**config.mk**
```make
export PLATFORM = sky130hd
export DESIGN_NAME = fpu_decode_issue
export DESIGN_NICKNAME = d
export VERILOG_FILES = /design/src/rtl/fpu_decode_issue.sv
export SDC_FILE = /design/constraint.sdc
export NUM_CORES = 1
export LEC_CHECK = 0
export BUFFER_PORTS_ARGS = -buffer_cell sky130_fd_sc_hd__buf_2
export CAP_MARGIN = 20
export CORE_ASPECT_RATIO = 1.4
export CORE_UTILIZATION = 35
export DETAILED_ROUTE_END_ITERATION = 6
export PLACE_DENSITY = 0.6
export SYNTH_ARGS = -nofsm -noshare
export SYNTH_HDL_FRONTEND = slang
export SYNTH_SLANG_ARGS = --single-unit
```
**constraint.sdc**
```tcl
create_clock -name clk -period 1.7 [get_ports clk]
set_input_delay 0.085 -clock clk [delete_from_list [all_inputs] [get_ports clk]]
set_output_delay 0.085 -clock clk [all_outputs]
set_load 0.05 [all_outputs]
```
**src/rtl/fpu_decode_issue.sv**
```systemverilog
// RV32F decode/issue stage: latches one FP instruction, decodes it to the FPU control code,
// counts the per-class execution latency and holds the result slot until writeback accepts it.
module fpu_decode_issue #(
  parameter int ADD_LAT  = 2,
  parameter int MUL_LAT  = 3,
  parameter int FMA_LAT  = 4,
  parameter int DIV_LAT  = 12,
  parameter int SQRT_LAT = 16
) (
  input  logic        clk,
  input  logic        rst,
  input  logic        in_valid,
  output logic        in_ready,
  input  logic [31:0] instr,
  input  logic [2:0]  frm,
  input  logic        flush,
  output logic        fpu_start,
  output logic [4:0]  fpu_ctrl,
  output logic [2:0]  rm_out,
  output logic [4:0]  rd_out,
  output logic        uses_rs3,
  output logic        reads_int,
  output logic        writes_int,
  output logic        illegal,
  output logic        busy,
  output logic        wb_valid,
  input  logic        wb_ready
);

  localparam int M1      = (ADD_LAT > MUL_LAT) ? ADD_LAT : MUL_LAT;
  localparam int M2      = (FMA_LAT > DIV_LAT) ? FMA_LAT : DIV_LAT;
  localparam int M3      = (M1 > M2) ? M1 : M2;
  localparam int MAX_LAT = (M3 > SQRT_LAT) ? M3 : SQRT_LAT;
  localparam int CNT_W   = $clog2(MAX_LAT + 1);

  typedef enum logic [1:0] {IDLE, EXEC, WB} state_t;

  state_t             state, state_d;
  logic [CNT_W-1:0]   cnt, cnt_d, lat_d;
  logic [4:0]         ctrl_d;
  logic [2:0]         rm_d, eff_rm;
  logic               ill_d, rs3_d, rdi_d, wri_d, use_rm, load, accept;

  logic [6:0] opcode, funct7;
  logic [4:0] rs2;
  logic [2:0] funct3;
  logic       unused_rs1;

  assign opcode     = instr[6:0];
  assign funct3     = instr[14:12];
  assign rs2        = instr[24:20];
  assign funct7     = instr[31:25];
  assign unused_rs1 = ^instr[19:15];
  assign eff_rm     = (funct3 == 3'b111) ? frm : funct3;

  always_comb begin
    ctrl_d = 5'b00000;
    ill_d  = 1'b0;
    use_rm = 1'b0;
    rs3_d  = 1'b0;
    rdi_d  = 1'b0;
    wri_d  = 1'b0;
    lat_d  = CNT_W'(1);
    case (opcode)
      7'b1010011: begin
        case (funct7)
          7'b0000000: begin ctrl_d = 5'b00000; use_rm = 1'b1; lat_d = CNT_W'(ADD_LAT); end
          7'b0000100: begin ctrl_d = 5'b00001; use_rm = 1'b1; lat_d = CNT_W'(ADD_LAT); end
          7'b0001000: begin ctrl_d = 5'b00010; use_rm = 1'b1; lat_d = CNT_W'(MUL_LAT); end
          7'b0001100: begin ctrl_d = 5'b00011; use_rm = 1'b1; lat_d = CNT_W'(DIV_LAT); end
          7'b0101100: begin
            ctrl_d = 5'b00100; use_rm = 1'b1; lat_d = CNT_W'(SQRT_LAT);
            ill_d  = (rs2 != 5'd0);
          end
          7'b0010000: begin
            case (funct3)
              3'b000:  ctrl_d = 5'b00101;
              3'b001:  ctrl_d = 5'b00110;
              3'b010:  ctrl_d = 5'b00111;
              default: ill_d  = 1'b1;
            endcase
          end
          7'b0010100: begin
            lat_d = CNT_W'(ADD_LAT);
            case (funct3)
              3'b000:  ctrl_d = 5'b01011;
              3'b001:  ctrl_d = 5'b10011;
              default: ill_d  = 1'b1;
            endcase
          end
          7'b1010000: begin
            wri_d = 1'b1;
            case (funct3)
              3'b010:  ctrl_d = 5'b01000;
              3'b001:  ctrl_d = 5'b01001;
              3'b000:  ctrl_d = 5'b01010;
              default: ill_d  = 1'b1;
            endcase
          end
          7'b1100000: begin
            ctrl_d = {4'b0110, rs2[0]}; use_rm = 1'b1; wri_d = 1'b1;
            lat_d  = CNT_W'(ADD_LAT);
            ill_d  = (rs2[4:1] != 4'd0);
          end
          7'b1101000: begin
            ctrl_d = {4'b0111, rs2[0]}; use_rm = 1'b1; rdi_d = 1'b1;
            lat_d  = CNT_W'(ADD_LAT);
            ill_d  = (rs2[4:1] != 4'd0);
          end
          7'b1110000: begin
            wri_d = 1'b1;
            if (rs2 == 5'd0 && funct3 == 3'b000)      ctrl_d = 5'b10000;
            else if (rs2 == 5'd0 && funct3 == 3'b001) ctrl_d = 5'b10010;
            else                                      ill_d  = 1'b1;
          end
          7'b1111000: begin
            ctrl_d = 5'b10001; rdi_d = 1'b1;
            ill_d  = !(rs2 == 5'd0 && funct3 == 3'b000);
          end
          default: ill_d = 1'b1;
        endcase
      end
      7'b1000011, 7'b1000111, 7'b1001011, 7'b1001111: begin
        // opcode[3:2] enumerates FMADD/FMSUB/FNMSUB/FNMADD in code order
        ctrl_d = {3'b101, opcode[3:2]}; use_rm = 1'b1; rs3_d = 1'b1;
        lat_d  = CNT_W'(FMA_LAT);
        ill_d  = (instr[26:25] != 2'b00);
      end
      default: ill_d = 1'b1;
    endcase
    rm_d = use_rm ? eff_rm : funct3;
    if (use_rm && (eff_rm inside {3'b101, 3'b110, 3'b111})) ill_d = 1'b1;
  end

  assign in_ready = rst && ((state == IDLE) || (state == WB && wb_ready)) && !flush;
  assign accept   = in_valid && in_ready;
  assign wb_valid = (state == WB);
  assign busy     = (state != IDLE);

  always_comb begin
    state_d = state;
    cnt_d   = cnt;
    load    = 1'b0;
    case (state)
      IDLE: load = accept;
      EXEC: begin
        if (cnt == CNT_W'(0)) state_d = IDLE;
        else begin
          cnt_d = cnt - CNT_W'(1);
          if (cnt == CNT_W'(1)) state_d = WB;
        end
      end
      WB: begin
        if (wb_ready) begin
          if (accept) load = 1'b1;
          else        state_d = IDLE;
        end
      end
      default: state_d = IDLE;
    endcase
    if (load) begin
      state_d = ill_d ? WB : EXEC;
      cnt_d   = ill_d ? CNT_W'(0) : lat_d;
    end
    if (flush) begin
      state_d = IDLE;
      cnt_d   = CNT_W'(0);
      load    = 1'b0;
    end
  end

  // accept edge: decode results become the held outputs of the op
  always_ff @(posedge clk) begin
    if (!rst) begin
      state      <= IDLE;
      cnt        <= '0;
      fpu_start  <= 1'b0;
      fpu_ctrl   <= '0;
      rm_out     <= '0;
      rd_out     <= '0;
      uses_rs3   <= 1'b0;
      reads_int  <= 1'b0;
      writes_int <= 1'b0;
      illegal    <= 1'b0;
    end else begin
      state     <= state_d;
      cnt       <= cnt_d;
      fpu_start <= load && !ill_d;
      if (load) begin
        fpu_ctrl   <= ctrl_d;
        rm_out     <= rm_d;
        rd_out     <= instr[11:7];
        uses_rs3   <= rs3_d;
        reads_int  <= rdi_d;
        writes_int <= wri_d;
        illegal    <= ill_d;
      end
    end
  end

endmodule

```
==> metrics.md, run 1 <==
| Metric | Value |
|---|---|
| Final setup fails | 0 |
| Synth-to-layout area growth | 32.6% |
| Fmax | a little under 0.6 GHz |
| Fin util | 48.8% |
| Post-synthesis sequential area ratio | 26.2% |
| Total CTS buffers | 3 |
| Share of layout cells above drive strength 1 | about a third |
| Antenna Nets Post-Route | 0 |
| Worst Path Class, Setup | flop to flop |
| Dpl ws | -0.0593 ns |
| Synth top area share | about a quarter |
| Fin crit period | 1.68 ns |
| Placed cells | 393 |
| Final Hold Vio Count | 0 |
| Vias/cell | 5.54 |
| IO Count | 61 |
| Cells on worst reg2reg path | 4 |
| Largest net degree at the start of global routing | 19 |
| Critical Path Fanout Max | 6 |
| Leak | 1.04 nW |
| Routed via count | 2200 |
| Final cell count without fillers | roughly 400 |
| TritonRoute pass-1 iters | 4 |
| Overall Global Routing Usage | between 10% and 20% |
| CTS max path bufs | 2 |
| CP arrival | between 1.5 and 2 ns |
| Synth Net Count | just under 300 |
| Count of pins over their slew limit | 0 |
| Clock sinks | 25 |
| Worst setup margin | 0.0215 ns |
| Clock slew at reported path FFs | 0.10 ns |
| Startpoint types | flop |
| Die Ht | 89.5 µm |
| Post-DP HPWL | 4410 µm |
| Hold Crit Class | input port to flop |
| Hold Path Stages | 3 |
| Ys flop type | dfxtp_1 |
| Drt total wl | 5600 µm |
| Cell at the root of the clock tree | clkbuf_8 |
| Worst EP required | 1.90 ns |
| Cells after Synth | 255 |
| Most frequent cells in the layout | buf_2 (55), buf_4 (33), nand2_1 (29) |
| Yosys reg bits | 25 |
| Hold Path Sink | rd_out[0]$_SDFFE_PN0N_ |
| Min-Delay Startpoint | instr[7] |
| Crit share post-route | 98.7% |
| Worst setup EP type | flop |
| Die Area | 5770 µm² |
| Reg2reg end | reads_int$_SDFFE_PN0N_ |
| MaxCap Viol Count | 0 |
| TritonCTS clock tree | done |
| Pwr Total | between 0.001 and 0.0015 W |
| R2r startpoint | state[1]$_SDFFE_PP0P_ |
| Post-synth cell types | 64 |
| Port Buffer Count | 55 |
| Commonest non-fill, non-tap cell in the layout | buf_2 |
| Top cells by area, synth | dfxtp_1 (26%), o21ai_0 (5.8%), nand2_1 (5.7%), a21oi_1 (4.2%), nand3_1 (3.4%) |
| PwrDens | roughly 520 nW/µm² |
| Maximum VDD drop | around 380 µV |
| RD Place Congestion | 0.965 |
| Setup TNS | 0 ns |
| First-pass GRT wire length | slightly below 9000 µm |
| Fin nets | between 300 and 400 |
| RSZ-0062 raised after global routing | true |
| Worst-Skew Late Latency | 0.27 ns |
| Post-Syn Area | around 1900 µm² |
| Gr ovfl total | 0 |
| DRT iter0 DRCs | roughly 140 |
| Row cnt | 31 |
| Diode count | 0 |
| Initial antenna violation count | 0 |
| Synth warn | 0 |
| Number of synthesized flops with an enable pin | 0 |
| Worst Tran Pin Value | between 0.4 and 0.5 ns |
| Skew final | around 0.014 ns |
| Status | complete, no violations |
| Worst slew margin | 69.6% |
| Vias in the first global route | 1943 |
| Initial Utilization | 36.8% |
| Avg Cell Area, Syn | 7.50 µm² |
| # H-tree levels | 1 |
| Routed len/inst | 14.1 µm |
| Reg2reg setup slack | ~0.021 ns |
| Asr flop ratio synth | 0% |
| Post-synth top area cell | dfxtp_1 |
| Core ar. | 5200 µm² |
| Drt drc | 0 |
| Die Wd | 64.5 µm |
logic make-up after synthesis:
family | Yosys count | synth area share (%)
AO/OA/AOI/OAI | 76 | 26.6
XOR/XNOR | 5 | 2.29
adder cells (fa/ha/maj) | 3 | 1.96
buffers and inverters | 21 | 4.97
flip-flops | 25 | 26.2
multiplexers | 1 | 0.524
AND/OR/NAND/NOR | 124 | 37.4
sequential cells by signal, indices dropped and copies added (netlist names), 2 cells and up:
name,flops
fpu_ctrl,5
state,2
rm_out,3
rd_out,5
cnt,5
layer usage:
metal / GRT usage (%) / up-vias / routed length, µm
met5: 0 / - / 0
li1: - / 1109 / -
met1: 23.9 / 1017 / 2470
met4: 6.67 / 0 / 126
met3: 1.79 / 14 / 171
met2: 35.9 / 60 / 2830
through the flow:
stage          cell area, µm²  hold slack (ns)
2_1_floorplan            1910            0.230
5_1_grt                  2530           0.0563
4_1_cts                  2520           0.0536
6_report                 2530           0.0512
3_5_place_dp             2460            0.350
3_3_place_gp             2460            0.337
critical path, cell delays in order, from the launching register on:
cell and delay, ns:
dfxtp_2 0.32, and2b_4 0.16, or4b_4 0.58, or3_1 0.38, a21boi_0 0.17
layout make-up:
cell class | count | area (µm²)
Fill cell | 535 | 2660
Tap cell | 66 | 82.6
Multi-Input combinational cell | 209 | 1340
Clock inverter | 1 | 7.51
Clock buffer | 3 | 41.3
Inverter | 4 | 15.0
Timing Repair Buffer | 89 | 543
Sequential cell | 25 | 502
report_power, final:
part	total, W	switching (W)	internal (W)
clock	0.000359	0.000193	0.000166
sequential	0.000606	0.00000658	0.000599
combinational	0.000357	0.000217	0.000141
synthesized netlist by cell type, drive strengths merged (4+ instances only):
cell type and instances:
a21boi 8, a21oi 16, buf 5, clkbuf 12, dfxtp 25, inv 4, nand2 29, nand2b 7
nand3 13, nand4 8, nor2 16, nor2b 7, nor3 9, nor3b 4, nor4 4, nor4b 5
o21ai 22, xnor2 5
how the worst max path moves through the flow:
stage	slack, ns	endpoint	start	depth (start not counted)
global placement	-0.07	rm_out[0]$_SDFFE_PN0N_	instr[26]	6
finish	0.02	reads_int$_SDFFE_PN0N_	state[1]$_SDFFE_PP0P_	4
global route	-0.03	cnt[3]$_SDFFE_PP0P_	state[1]$_SDFFE_PP0P_	4
CTS	0.0005	cnt[4]$_SDFFE_PP0P_	cnt[1]$_SDFFE_PP0P_	7
floorplan	0.01	cnt[3]$_SDFFE_PP0P_	state[1]$_SDFFE_PP0P_	5
detailed placement	-0.06	rm_out[0]$_SDFFE_PN0N_	instr[26]	6
repair_timing:
item / in CTS / in global routing
setup endpoints to repair: 2 / 6
cloned: 0 / 0
hold buffers: 0 / 0
resized for setup: 2 / 4
setup buffers: 0 / 0
Power figures use the tool's default switching activity.
==> inputs of run 2 (changes only) <==
BUFFER_PORTS_ARGS = default   (was -buffer_cell sky130_fd_sc_hd__buf_2)
DONT_BUFFER_PORTS = 1   (was default)
GPL_ROUTABILITY_DRIVEN = 0   (was default)
PLACE_DENSITY = 0.5   (was 0.6)
==> metrics.md, run 2 (same netlist as run 1, synthesis figures left out) <==
| Metric | Value |
|---|---|
| Status | complete, no violations |
| MaxCap Viol Count | 0 |
| Cells on worst reg2reg path | 4 |
| # H-tree levels | 1 |
| Cell at the root of the clock tree | clkbuf_8 |
| Worst-Skew Late Latency | 0.27 ns |
| Worst slew margin | 52.5% |
| Critical Path Fanout Max | 7 |
| Worst Tran Pin Value | 0.703 ns |
| Crit share post-route | 97.5% |
| Clock sinks | 25 |
| Share of layout cells above drive strength 1 | 18.5% |
| Fill cells | 546 |
| Final Hold Vio Count | 0 |
| CP arrival | approximately 1.8 ns |
| Pwr Total | 0.00123 W |
| Initial Utilization | 36.8% |
| Startpoint types | flop |
| PwrDens | between 500 and 600 nW/µm² |
| Worst setup EP type | flop |
| Die Area | about 5800 µm² |
| Worst Path Class, Setup | flop to flop |
| Fmax | approximately 0.60 GHz |
| Post-Layout Inst Area | 2350 µm² |
| Skew final | about 0.017 ns |
| Vias/cell | 5.73 |
| Port Buffer Count | 0 |
| Final setup fails | 0 |
| Count of pins over their slew limit | 0 |
| Fin util | 45.3% |
| Largest net degree at the start of global routing | 21 |
| Fin nets | 330 |
| Fin crit period | 1.66 ns |
| Worst setup margin | 0.0428 ns |
| Worst EP required | 1.88 ns |
| Total CTS buffers | 3 |
| Dpl cell area | 2150 µm² |
| Diode count | 0 |
| Most frequent cells in the layout | buf_4 (33), nand2_1 (29), dfxtp_1 (25) |
| Vias in the first global route | between 1500 and 2000 |
| CTS max path bufs | 2 |
| Dpl ws | -0.0189 ns |
| Commonest non-fill, non-tap cell in the layout | buf_4 |
| RSZ-0062 raised after global routing | false |
| Synth-to-layout area growth | 23.1% |
| DRT iter0 DRCs | 103 |
| Die Ht | 89.5 µm |
| Hold Crit Class | input port to flop |
| Clock slew at reported path FFs | approximately 0.1 ns |
| Maximum VDD drop | 430 µV |
| Core ar. | around 5200 µm² |
| Beginning of the critical path | state[1]$_SDFFE_PP0P_ |
| Initial antenna violation count | 0 |
| IO Count | 61 |
| R2r startpoint | state[1]$_SDFFE_PP0P_ |
| Leak | 0.839 nW |
| Die Wd | 64.5 µm |
| Antenna Nets Post-Route | 0 |
| Overall Global Routing Usage | around a fifth |
| Routed via count | between 2000 and 2500 |
| TritonCTS clock tree | done |
| Drt drc | 0 |
| Post-DP HPWL | 4210 µm |
| Hold Path Stages | 2 |
| Min-Delay Startpoint | frm[0] |
| Routed len/inst | 16.0 µm |
| Gr ovfl total | 0 |
| Row cnt | 31 |
| Largest regs | cnt x5, fpu_ctrl x5, rd_out x5 |
| First-pass GRT wire length | 9110 µm |
| TritonRoute pass-1 iters | 4 |
| Drt total wl | 5630 µm |
==> run 2: cell type report <==
type | count | area, µm² | share of cell area (%)
Tap cell | 66 | 82.6 | 3.51
Timing Repair Buffer | 44 | 358 | 15.2
Inverter | 4 | 15.0 | 0.638
Clock buffer | 3 | 41.3 | 1.75
Sequential cell | 25 | 500 | 21.3
Multi-Input combinational cell | 209 | 1350 | 57.3
Clock inverter | 1 | 7.51 | 0.319
==> run 2: worst max-delay path, cell delays in order (launching register included) <==
cell and delay [ns]:
dfxtp_1 0.32, and2b_4 0.18, or4b_4 0.58, or2_4 0.29, o31ai_2 0.22
==> run 2: where the power goes <==
part           leakage [nW]  total (W)  internal (W)  switching [W]
logic                 0.615   0.000244      0.000107       0.000137
clock network        0.0217   0.000364      0.000166       0.000198
registers             0.203   0.000619      0.000599      0.0000195
total                 0.839    0.00123      0.000872       0.000355
==> run 2: path summary, 6_finish.rpt <==
check	end	slack [ns]
setup / recovery	cnt[3]$_SDFFE_PP0P_	0.04
hold / removal	rm_out[0]$_SDFFE_PN0N_	0.008
setup reg to reg	cnt[3]$_SDFFE_PP0P_	0.04
hold reg to reg	rd_out[2]$_SDFFE_PN0N_	0.47
==> run 2: per-stage QoR <==
| stage | setup TNS (ns) | std cells | hold WS [ns] |
|---|---|---|---|
| 2_1_floorplan | 0 | 255 | 0.230 |
| 3_3_place_gp | 0 | 336 | 0.219 |
| 3_5_place_dp | -0.0189 | 336 | 0.225 |
| 4_1_cts | 0 | 352 | 0.0109 |
| 5_1_grt | 0 | 352 | 0.0138 |
| 6_report | 0 | 352 | 0.00844 |
==> run 2: routing by layer <==
layer / wire length (µm) / up-vias / GRT usage [%]
li1: - / 1019 / -
met1: 2380 / 927 / 23.8
met2: 2910 / 62 / 36.7
met3: 241 / 8 / 3.32
met4: 91 / 0 / 5.05
met5: 0 / - / 0
==> run 2: repair_timing <==
item                                    CTS  global route
pin swaps                                 1             3
endpoints found under the hold margin    19             0
gates cloned                              0             0
buffers inserted                          1             0
endpoints found under the setup margin    1             8
gates resized for setup                   1             6
hold buffers                             11             0
==> inputs of run 3 (changes only) <==
RECOVER_POWER = 50   (was default)
==> metrics.md, run 3 (same netlist as run 1, synthesis figures left out) <==
| Metric | Value |
|---|---|
| Hold Path Sink | rm_out[0]$_SDFFE_PN0N_ |
| Worst Tran Pin Value | ~0.76 ns |
| FF/Latch Area | about 500 µm² |
| Routed via count | about 2000 |
| Clock sinks | 25 |
| CP arrival | 1.84 ns |
| CTS max path bufs | 2 |
| Most frequent cells in the layout | nand2_1 (29), dfxtp_1 (25), o21ai_0 (22) |
| R2r startpoint | state[1]$_SDFFE_PP0P_ |
| Fmax | 0.603 GHz |
| Row cnt | 31 |
| Cell at the root of the clock tree | clkbuf_8 |
| MaxCap Viol Count | 0 |
| Port Buffer Count | 0 |
| DRT iter0 DRCs | 96 |
| # H-tree levels | 1 |
| Worst Path Class, Setup | flop to flop |
| Met3 WL | approximately 270 µm |
| Worst slew margin | roughly half |
| Dpl ws | -0.0189 ns |
| Commonest non-fill, non-tap cell in the layout | nand2_1 |
| Worst setup EP type | flop |
| Crit share post-route | between 90% and 100% |
| Fin nets | 330 |
| Die Ht | 89.5 µm |
| Hold Crit Class | input port to flop |
| Share of layout cells above drive strength 1 | 12.9% |
| Critical Path Fanout Max | 7 |
| Synth-to-layout area growth | 20.2% |
| Routed len/inst | 16.0 µm |
| Reg2reg setup slack | 0.04 ns |
| First-pass GRT wire length | 9110 µm |
| Antenna Nets Post-Route | 0 |
| Largest regs | cnt x5, fpu_ctrl x5, rd_out x5 |
| Skew final | 0.0166 ns |
| Initial Utilization | roughly 37% |
| Final Hold Vio Count | 0 |
| Wire length on met1 | 2400 µm |
| Worst-Skew Late Latency | 0.27 ns |
| Met2 routed WL | 2890 µm |
| Worst EP required | between 1.5 and 2 ns |
| Startpoint types | flop |
| Final setup fails | 0 |
| Area of the multi-input gates | 1350 µm² |
| TritonCTS clock tree | done |
| Die Area | 5770 µm² |
| IO Count | 61 |
| Largest net degree at the start of global routing | 21 |
| PwrDens | between 500 and 600 nW/µm² |
| Vias/cell | 5.70 |
| Fin crit period | approximately 1.7 ns |
| Setup TNS | 0 ns |
| Drt drc | 0 |
| Initial antenna violation count | 0 |
| Status | complete, no violations |
| Hold Path Stages | 2 |
| Leak | 0.773 nW |
| Overall Global Routing Usage | 19.9% |
| RSZ-0062 raised after global routing | false |
| TritonRoute pass-1 iters | 4 |
| Min-Delay Startpoint | frm[0] |
| Highest Signal Layer | met4 |
| Vias in the first global route | 1884 |
| Count of pins over their slew limit | 0 |
| Diode count | 0 |
| Worst setup margin | 0.0426 ns |
| Total CTS buffers | 3 |
| Post-DP HPWL | roughly 4200 µm |
| Fill cells | 558 |
| Clock slew at reported path FFs | 0.10 ns |
| Core ar. | 5200 µm² |
| Gr ovfl total | 0 |
| Drt total wl | 5650 µm |
| Die Wd | ~64 µm |
| Cells on worst reg2reg path | 4 |
| Maximum VDD drop | 430 µV |
| Reg2reg end | cnt[3]$_SDFFE_PP0P_ |
## run 3: stage by stage
| step | total power, W | cell area [µm²] | util [%] | hold slack (ns) | instances |
|---|---|---|---|---|---|
| floorplan | 0.000827 | 1910 | - | 0.230 | 255 |
| global placement | 0.000845 | 2150 | 41.5 | 0.219 | 336 |
| detailed placement | 0.000846 | 2150 | 41.5 | 0.225 | 336 |
| CTS | 0.00123 | 2320 | 44.7 | 0.0109 | 352 |
| global route | 0.00127 | 2300 | 44.2 | 0.0138 | 352 |
| finish | 0.00122 | 2300 | 44.2 | 0.00895 | 352 |
## run 3: critical path, stage by stage, from the launching register on
cell and delay, ns:
dfxtp_1 0.32, and2b_4 0.18, or4b_4 0.58, or2_4 0.29, o31ai_2 0.22
## run 3: where the power goes
group	switching (W)	internal (W)
Sequential	0.0000193	0.000599
Combinational	0.000137	0.0000968
Clock	0.000198	0.000166
## run 3: what timing repair did
action	CTS	global route
pin swaps	1	3
hold buffers	11	0
buffers inserted	1	0
hold endpoints to repair	19	0
resized for setup	1	6
endpoints found under the setup margin	1	8
## run 3: layout make-up
| class | instances | area share [%] |
|---|---|---|
| Multi-Input combinational cell | 209 | 58.7 |
| Sequential cell | 25 | 21.8 |
| Clock buffer | 3 | 1.80 |
| Clock inverter | 1 | 0.327 |
| Inverter | 4 | 0.654 |
| Timing Repair Buffer | 44 | 13.1 |
| Tap cell | 66 | 3.59 |
## run 3: routing by layer
layer / vias up / global-route usage (%)
met2: 64 / 36.7
met4: 0 / 5.05
met3: 8 / 3.32
met5: - / 0
li1: 1018 / -
met1: 918 / 23.8
## run 3: worst max-delay path by stage
stage / start / to / cells after the start
after global routing: state[1]$_SDFFE_PP0P_ / writes_int$_SDFFE_PN0N_ / 5
after floorplan: state[1]$_SDFFE_PP0P_ / cnt[3]$_SDFFE_PP0P_ / 5
after global placement: state[1]$_SDFFE_PP0P_ / cnt[3]$_SDFFE_PP0P_ / 4
after detailed placement: state[1]$_SDFFE_PP0P_ / reads_int$_SDFFE_PN0N_ / 4
after CTS: cnt[1]$_SDFFE_PP0P_ / cnt[3]$_SDFFE_PP0P_ / 7
final: state[1]$_SDFFE_PP0P_ / cnt[3]$_SDFFE_PP0P_ / 4
